$ cat config.mk
export PLATFORM = sky130hd
export DESIGN_NAME = prescaled_counter
export DESIGN_NICKNAME = d
export VERILOG_FILES = /design/src/rtl/tick_divider.sv /design/src/rtl/prescaled_counter.sv
export SDC_FILE = /design/constraint.sdc
export NUM_CORES = 1
export LEC_CHECK = 0
export ABC_AREA = 1
export BUFFER_PORTS_ARGS = -buffer_cell sky130_fd_sc_hd__clkbuf_2
export CAP_MARGIN = 20
export CORE_UTILIZATION = 54
export DETAILED_ROUTE_END_ITERATION = 7
export GPL_TIMING_DRIVEN = 0
export PLACE_DENSITY = 0.84
export SLEW_MARGIN = 30
export SYNTH_ARGS = -nofsm -noshare
export SYNTH_HDL_FRONTEND = slang
export SYNTH_SLANG_ARGS = --single-unit
$ cat constraint.sdc
create_clock -name clk -period 1.81 [get_ports clk]
set_input_delay 0.0905 -clock clk [delete_from_list [all_inputs] [get_ports clk]]
set_output_delay 0.0905 -clock clk [all_outputs]
set_load 0.02 [all_outputs]
$ cat src/rtl/tick_divider.sv
`default_nettype none
// ---------------------------------------------------------------------------
// tick_divider : clock-enable prescaler, one step every DIVIDER enabled edges
// Revision 1.0
// ---------------------------------------------------------------------------
module tick_divider #(
  parameter int DIV_WIDTH = 10,
  parameter int DIVIDER   = 1000
) (
  input  logic clk,
  input  logic rst,
  input  logic en,
  input  logic clr,
  output logic step
);

  localparam logic [DIV_WIDTH-1:0] LAST = DIV_WIDTH'(DIVIDER - 1);

  logic [DIV_WIDTH-1:0] r_div_cnt;

  // Step is combinational so the consumer acts on the same edge the period ends.
  assign step = en && (r_div_cnt == LAST);

  always_ff @(posedge clk) begin
    if (rst || clr) begin
      r_div_cnt <= '0;
    end else if (step) begin
      r_div_cnt <= '0;
    end else if (en) begin
      r_div_cnt <= r_div_cnt + 1'b1;
    end
  end

endmodule
`default_nettype wire

$ cat src/rtl/prescaled_counter.sv
`default_nettype none
// ---------------------------------------------------------------------------
// prescaled_counter : up/down counter with load, pause, wrap/saturate modes,
//                     advanced by a clock-enable prescaler in the clk domain
// Revision 1.0
// ---------------------------------------------------------------------------
module prescaled_counter #(
  parameter int COUNT_WIDTH = 4,
  parameter int DIVIDER     = 1000,
  parameter int DIV_WIDTH   = 10
) (
  input  logic                   clk,
  input  logic                   rst,
  input  logic                   en,
  input  logic                   up,
  input  logic                   sat,
  input  logic                   load,
  input  logic [COUNT_WIDTH-1:0] load_value,
  output logic [COUNT_WIDTH-1:0] count,
  output logic                   tick,
  output logic                   wrapped,
  output logic                   at_limit
);

  localparam logic [COUNT_WIDTH-1:0] MAX_COUNT = '1;

  if ((DIVIDER < 1) || (64'(DIVIDER) > (64'd1 << DIV_WIDTH))) begin : g_bad_divider
    $error("prescaled_counter: DIVIDER %0d outside 1..2**%0d", DIVIDER, DIV_WIDTH);
  end

  logic                   w_step;
  logic                   w_at_max;
  logic                   w_at_min;
  logic                   w_wrap;
  logic [COUNT_WIDTH-1:0] w_next_count;
  logic [COUNT_WIDTH-1:0] r_count;
  logic                   r_tick;
  logic                   r_wrapped;

  tick_divider #(
    .DIV_WIDTH (DIV_WIDTH),
    .DIVIDER   (DIVIDER)
  ) u_tick_divider (
    .clk  (clk),
    .rst  (rst),
    .en   (en),
    .clr  (load),
    .step (w_step)
  );

  assign w_at_max = (r_count == MAX_COUNT);
  assign w_at_min = (r_count == '0);

  // Value the count takes if this edge turns out to be a step.
  always_comb begin
    w_next_count = r_count;
    w_wrap       = 1'b0;
    if (up) begin
      if (!w_at_max) begin
        w_next_count = r_count + 1'b1;
      end else if (!sat) begin
        w_next_count = '0;
        w_wrap       = 1'b1;
      end
    end else begin
      if (!w_at_min) begin
        w_next_count = r_count - 1'b1;
      end else if (!sat) begin
        w_next_count = MAX_COUNT;
        w_wrap       = 1'b1;
      end
    end
  end

  always_ff @(posedge clk) begin
    if (rst) begin
      r_count   <= '0;
      r_tick    <= 1'b0;
      r_wrapped <= 1'b0;
    end else if (load) begin
      r_count   <= load_value;
      r_tick    <= 1'b0;
      r_wrapped <= 1'b0;
    end else if (w_step) begin
      r_count   <= w_next_count;
      r_tick    <= 1'b1;
      r_wrapped <= w_wrap;
    end else begin
      r_tick    <= 1'b0;
      r_wrapped <= 1'b0;
    end
  end

  assign count    = r_count;
  assign tick     = r_tick;
  assign wrapped  = r_wrapped;
  assign at_limit = up ? w_at_max : w_at_min;

endmodule
`default_nettype wire

Word-level counts from Yosys, hierarchy flattened
Cells that the tools add are included.
Widths: inputs -> output; s select.
{"block": "word_totals", "wordCells": 33, "romBits": 0, "mem_bits_rw": 0, "latchBits": 0, "input_bits": 10, "memories": 0, "ff_bits": 16, "out_inout_bits": 7}
{"block": "op_classes", "order_cmp": 0, "shift": 0, "n_mul": 0, "n_addsub": 3, "mux": 13, "n_div": 0, "bitwise": 1, "reduce_logical": 8, "n_eq_ne": 4}
{"operator": "$mux 4", "count": 7}
{"operator": "$add 10x1->10 const B", "count": 1}
{"operator": "$eq 10x10->1 const B", "count": 1}
{"operator": "$ne 4x4->1 const B", "count": 2}
{"operator": "$mux 1", "count": 6}
{"operator": "$add 4x1->4 const B", "count": 1}
{"operator": "$eq 4x4->1 const B", "count": 1}
{"operator": "$logic_not 4->1", "count": 1}
{"operator": "$reduce_or 2->1", "count": 2}
{"operator": "$sub 4x1->4 const B", "count": 1}
{"operator": "$reduce_and 3->1", "count": 1}
{"operator": "$reduce_or 3->1", "count": 1}
{"operator": "$reduce_bool 2->1", "count": 1}
{"operator": "$logic_and 1x1->1", "count": 1}
{"operator": "$logic_or 1x1->1", "count": 1}
{"operator": "$not 1->1", "count": 1}

Depth between registers and ports, before layout
Gate-level depths: netlist (run 1).
{"block": "depth", "depth_word": 5, "mapped_depth": 12, "depth_no_buf": 12}

Hierarchy
Synthesis (run 1) repeated with hierarchy kept, for this count alone.
{"block": "unflattened", "hier_cells": 164, "area_unflattened_um2": 1039.7}
{"mod": "tick_divider", "area_each_um2": 551.8, "cells_each": 77, "seq_area_each_um2": 200.2, "n_inst": 1}
{"mod": "prescaled_counter", "area_each_um2": 488.0, "cells_each": 87, "seq_area_each_um2": 120.1, "n_inst": 1}

Least setup slack after synthesis (run 1)
No wires, ideal clock.
{"block": "synth_path", "path_type": "register to register", "start": "register r_count[0] (netlist: count[0])", "end": "register r_count[3] (netlist: count[3])", "setup_ns": 0.111, "path_slack_ns": 0.188, "t_required_ns": 1.699, "path_stages_with_launch": 13, "n_path_buf": 0, "arrival_ns": 1.511, "path_cell_list": "dfxtp_1 inv_1 ha_1 inv_1 nor2_1 nand2_1 nand2_2 nand2_2 nand2_4 nand2_2 nand2_1 nor2_1 nor2_1"}
{"block": "synth_via", "elab_chain_cells": 5}
{"item": "from (decl)", "line": "prescaled_counter.sv:36", "rtl": "logic [COUNT_WIDTH-1:0] r_count;"}
{"item": "from (signal assigned)", "line": "prescaled_counter.sv:81", "rtl": "r_count <= load_value;"}
{"item": "from (signal assigned)", "line": "prescaled_counter.sv:85", "rtl": "r_count <= w_next_count;"}
{"item": "$sub 4x1->4, or another cell as far along", "line": "prescaled_counter.sv:67", "rtl": "w_next_count = r_count - 1'b1;"}
{"item": "$mux 4 (on tied branches)", "line": "prescaled_counter.sv:66, prescaled_counter.sv:59"}
{"item": "$mux 4", "line": "prescaled_counter.sv:58", "rtl": "if (up) begin"}
{"item": "$mux 4", "line": "prescaled_counter.sv:84", "rtl": "end else if (w_step) begin"}
{"item": "$mux 4", "line": "prescaled_counter.sv:80", "rtl": "end else if (load) begin"}
Parallel ways exist; a longest one is shown, timed or not. The select of a mux whose other input is x is not followed.
A chain may end at the register's enable or synchronous reset.

Worst setup path in the final report (run 1)
Same ends and word-level chain as after synthesis.

==> out/qor.yml, run 1 <==
setup_path:
  critical_path_class: "reg -> reg"
  cpMaxStageDelayCell: "dfxtp_1"
  worstPathMaxFanout: 7
  critPathBufInv: 2
  crit_arrival_ns: 1.79
  critical_path.cell_chain: "inv_1, ha_1, inv_1, nor2_1, nand2_1, nand2_2, nand2_2, nand2_4, nand2_2, nand2_1, nor2_1, nor2_1"
  worstPathRequired_ns: 2.00
  start_kind: "flip-flop"
  end_kind: "flip-flop"
  critPathTopFamily: "simple AND/OR/NAND/NOR gates"
  cp_slowest_stage_delay_ns: 0.45
cts:
  clkTransAtPathRegs_ns: 0.09
  cts.path.max_buffers: 2
  clock_latency_ns: 0.28
  clock-root-buffer: "clkbuf_4"
  ctsHoldBuffers: 0
  cts_tree: "built"
  cts.repair.resized: 0
  cts_num_sinks: 16
  post_cts.repair.setup_buffers: 0
  numCtsBuffers: 3
  cts_max_level: 1
logic_synthesis:
  synth_top_family_by_area: "simple AND/OR/NAND/NOR gates"
  synth_area_leaders: "dfxtp_1 (33%), nand2_1 (14%), inv_1 (7.0%)"
  syn_inst: 150
  post_synth_num_cell_types: 24
  synth_seq_cells: 16
  synth_compound_area_share_pct: 8.89
  synth_simple_gate_area_share_pct: 41.0
  yosysTopAreaCellShare_pct: 33.0
  synth_fp_nets: 163
  synth_area_um2: 971
  yosys.area.top_type: "dfxtp_1"
  synth-seq-area-share_pct: 33.0
  synth_warnings: 0
  synth-adder-area-share_pct: 3.87
  yosys-mux-area-fraction_pct: 0
  avgSynthCellArea_um2: 6.47
  synth-xor-area-share_pct: 2.71
status:
  outcome: "finished clean"
sta:
  slew-limit-headroom_pct: 80.9
  worst_pin_slew_ns: 0.286
  finClkSkew_ns: 0.00554
  fin_setup_tns_ns: 0
  min_period_ns: 1.60
  fin_crit_sh_pct: 88.3
  fmax_mhz: 626
  slew_viol_final: 0
  setup_viol: 0
  rsz0062_at_grt: "no"
  finalHoldViolations: 0
final_layout:
  design_area_um2: 1110
  layout_commonest_cell: "nand2_1"
  drive_gt1_share_pct: 21.9
  antenna_cells: 0
  nFillCells: 136
  area_growth_pct: 14.6
  layout_common_cells: "nand2_1 (36), inv_1 (18), nor2_1 (16), dfxtp_1 (16), clkbuf_2 (15)"
  nets: 183
placed_design:
  gp_congestion: 0.823
  portBuffers: 15
  dp_hpwl_mm: 1.54
  place_area_um2: 1080
pwr:
  power.density_nw_per_um2: 648
  peakVddDrop_mv: 0.549
  p_leak_nw: 0.491
route:
  drt_iter0_drc: 30
  ant_nets: 0
  via_count: 1021
  avgViaCountPerCell: 5.29
  drc_errors: 0
  wl_per_cell_um: 10.1
  wirelength_mm: 1.95
  drtPass1Iterations: 4
grt:
  track_usage_pct: 22.8
  overflow: 0
  antenna_found_initial: 0
  grt_pass1_wl_mm: 3.41
  grt_pass1_vias: 863
  grt_max_degree: 10
floorplan:
  dieArea_um2: 1970
  die_y_um: 44.4
  num_rows: 14
  ioPinCount: 17
  core_um2: 1590
  start_util_pct: 60.9
  die_x_um: 44.4
job:
  cap_violations: 0
hold_path:
  hp-class: "in -> reg"
==> cell families after synthesis <==
group	after synthesis
AO/OA/AOI/OAI	17
buffers and inverters	26
adder cells (fa/ha/maj)	3
XOR/XNOR	3
flip-flops	16
AND/OR/NAND/NOR	85
==> metrics by stage <==
stage                     total power [mW]  hold WS, ns  setup WS [ns]  instances  utilization (%)
after detailed placement             0.497        0.330          0.247        189             67.5
after global placement               0.493        0.318          0.277        189             67.5
after CTS                            0.727       0.0213          0.226        193             69.8
after global routing                 0.762       0.0171         0.0686        193             69.8
after floorplan                      0.460        0.160          0.188        150                -
final                                0.721       0.0205          0.211        193             69.8
==> layout make-up <==
cell class / instances / area [um^2] / area share, %
Sequential cell: 16 / 320 / 28.8
Multi-Input combinational cell: 108 / 548 / 49.3
Tap cell: 24 / 30.0 / 2.70
Timing Repair Buffer: 15 / 75.1 / 6.75
Buffer: 2 / 12.5 / 1.12
Clock buffer: 4 / 36.3 / 3.26
Inverter: 24 / 90.1 / 8.10
==> metal layers <==
metal / global-route usage (%) / wire length, um / vias to the layer above
met5: 0 / 0 / -
met2: 37.9 / 901 / 32
met3: 6.53 / 108 / 4
li1: - / - / 521
met4: 4.24 / 17 / 0
met1: 29.6 / 920 / 464
==> flip-flops by register name, summed over array words and instances, names as in the netlist <==
signal	count
wrapped	1
count	4
u_tick_divider.r_div_cnt	10
tick	1
==> cell usage after synthesis, drive strengths merged <==
library cell  instances
a21oi                11
o21ai                 5
xor2                  3
buf                   2
ha                    3
nand2                41
a31oi                 1
nand3                12
clkinv                1
dfxtp                16
inv                  23
nand4                 3
nor4                  1
nor3b                 1
nor2                 20
and3b                 1
nor3                  6
==> power by group <==
part           internal (mW)  switching (mW)  total [mW]
Combinational         0.0447          0.0752       0.120
Clock                  0.122           0.108       0.231
Sequential             0.360          0.0106       0.370
==> path summary, 6_finish.rpt <==
kind                               start  slack [ns]                     endpoint  depth (start not counted)
max reg2reg                     count[0]        0.21                     count[3]                         12
min reg2reg  u_tick_divider.r_div_cnt[1]        0.49  u_tick_divider.r_div_cnt[1]                          2
min                                  rst        0.02                     count[1]                          2
max                             count[0]        0.21                     count[3]                         12
Note: power is estimated with default switching activity, not from simulation.
==> run 2, diff against run 1 <==
- CAP_MARGIN: 20 -> not set
- CELL_PAD_IN_SITES_DETAIL_PLACEMENT: not set -> 1
- CELL_PAD_IN_SITES_GLOBAL_PLACEMENT: not set -> 2
- CORE_UTILIZATION: 54 -> 29
==> run 2 against run 1 <==
Clock-buffer cell count unchanged. Die area increased by 82%. First-iteration DRC count decreased by 13%. Combinational power about the same. Sequential share of layout area decreased by 0.63 points. Clock power increased by 3%. Sequential power about the same. Design area increased by 2.2%. Cell count increased by 10%.
==> out/qor.yml, run 2 (synthesis results as in run 1) <==
sta:
  slew-limit-headroom_pct: 82.7  # +1.8 points
  holdWs_ns: 0.0387  # +0.0181 ns
  worst_pin_slew_ns: 0.258  # -0.0274 ns
  fin_crit_sh_pct: 90.4  # +2.0 points
  slew_viol_final: 0  # unchanged
  rsz0062_at_grt: "no"
  finalHoldViolations: 0  # unchanged
  fmax_mhz: 611  # -2.3%
  setup_viol: 0  # unchanged
  fin_setup_tns_ns: 0  # unchanged
  finClkSkew_ns: 0.00817  # +0.00263 ns
  min_period_ns: 1.64  # +0.0370 ns
  fin_ws_ns: 0.174  # -0.0370 ns
final_layout:
  layout_commonest_cell: "nand2_1"
  postLayoutCoreUtil_pct: 36.7  # -33 points
  fin_cells: 213  # +10%
  design_area_um2: 1140  # +2.2%
  drive_gt1_share_pct: 21.9  # unchanged
  antenna_cells: 0  # unchanged
  layout_common_cells: "nand2_1 (36), inv_1 (18), nor2_1 (16), dfxtp_1 (16), clkbuf_2 (15)"
  area_growth_pct: 17.1
  top_register: "u_tick_divider.r_div_cnt"
  nets: 183  # unchanged
  largest_reg_flops: 10  # unchanged
cts:
  clkTransAtPathRegs_ns: 0.10  # about the same
  cts_num_sinks: 16  # unchanged
  cts_tree: "built"
  cts.repair.resized: 0  # unchanged
  ctsHoldBuffers: 0  # unchanged
  numCtsBuffers: 3  # unchanged
  clock_latency_ns: 0.29  # about the same
  cts_max_level: 1  # unchanged
  clock-root-buffer: "clkbuf_4"
  post_cts.repair.setup_buffers: 0  # unchanged
  cts.path.max_buffers: 2  # unchanged
setup_path:
  worstPathMaxFanout: 7  # unchanged
  worstPathRequired_ns: 2.00  # about the same
  crit_arrival_ns: 1.82  # +0.03 ns
  start_kind: "flip-flop"
  critical_path_class: "reg -> reg"
  end_kind: "flip-flop"
placed_design:
  place_ws_ns: 0.173  # -0.0736 ns
  gp_congestion: 0.793  # -3.6%
  dp.cells: 209  # +11%
  dp_hpwl_mm: 2.03  # +32%
  portBuffers: 15  # unchanged
  place_area_um2: 1100  # +2.3%
grt:
  antenna_found_initial: 0  # unchanged
  track_usage_pct: 15.9  # -6.9 points
  overflow: 0  # unchanged
  grt_pass1_wl_mm: 4.28  # +26%
  grt_pass1_vias: 1014  # +17%
  grt_max_degree: 10  # unchanged
pwr:
  p_leak_nw: 0.491  # unchanged
  report.power.total_mw: 0.730  # +1.3%
  clockPowerShare_pct: 32.5  # +0.5 points
  seq_power_share_pct: 50.8  # -0.5 points
  power.density_nw_per_um2: 642  # -0.96%
  p_switching_mw: 0.203  # +4.7%
  netSwitchingFraction_pct: 27.8  # +0.90 points
  internal_power_mw: 0.527  # about the same
  p_comb_share_pct: 16.7  # about the same
  peakVddDrop_mv: 0.442  # -19%
floorplan:
  dieArea_um2: 3580  # +82%
  die_x_um: 59.9  # +35%
  num_rows: 20  # +6
  start_util_pct: 31.3  # -30 points
  die_y_um: 59.9  # +35%
  ioPinCount: 17  # unchanged
  core_um2: 3100  # +95%
route:
  wl_per_cell_um: 11.6  # +15%
  drc_errors: 0  # unchanged
  wirelength_mm: 2.47  # +27%
  drt-met1-wl_mm: 1.04  # +13%
  met3_length_um: 90  # -17%
  ant_nets: 0  # unchanged
  via_count: 1021  # unchanged
  wl_met2_mm: 1.32  # +47%
  avgViaCountPerCell: 4.79  # -9.4%
  drtPass1Iterations: 4  # unchanged
  dr.max_layer_used: "met4"
  drt_iter0_drc: 26  # -13%
hold_path:
  hp-class: "in -> reg"
status:
  outcome: "finished clean"
job:
  cap_violations: 0  # unchanged
## run 2: layout make-up
class,instances,area (um^2)
Tap cell,44,55.1
Timing Repair Buffer,15,75.1
Clock buffer,4,36.3
Inverter,24,90.1
Buffer,2,12.5
Fill cell,442,1970
Sequential cell,16,320
Multi-Input combinational cell,108,548
## run 2: layer usage
metal | track usage, % | vias to the layer above
li1 | - | 519
met1 | 17.2 | 483
met2 | 30.8 | 17
met3 | 3.90 | 2
met4 | 2.99 | 0
met5 | 0 | -
## run 2: path summary, 6_finish.rpt
kind / startpoint / end / slack [ns] / cells after the start
worst max-delay path: count[0] / count[3] / 0.17 / 12
worst min-delay path: rst / count[2] / 0.04 / 2
worst max register to register: count[0] / count[3] / 0.17 / 12
worst min register to register: u_tick_divider.r_div_cnt[1] / u_tick_divider.r_div_cnt[1] / 0.50 / 2
## run 2: critical path, cell delays in order, from the launching register on
cell     delay (ns)
dfxtp_1        0.46
inv_1          0.12
ha_1           0.25
inv_1          0.06
nor2_1         0.03
nand2_1        0.09
nand2_2        0.08
nand2_2        0.08
nand2_4        0.07
nand2_2        0.10
nand2_1        0.06
nor2_1         0.11
nor2_1         0.05
## run 2: power by group through the flow
stage / clock network, mW / registers, mW / logic [mW]
after floorplan: 0 / 0.384 / 0.0757
after global placement: 0 / 0.379 / 0.118
after global routing: 0.266 / 0.373 / 0.140
final: 0.237 / 0.371 / 0.122
after CTS: 0.250 / 0.371 / 0.123
after detailed placement: 0 / 0.379 / 0.123
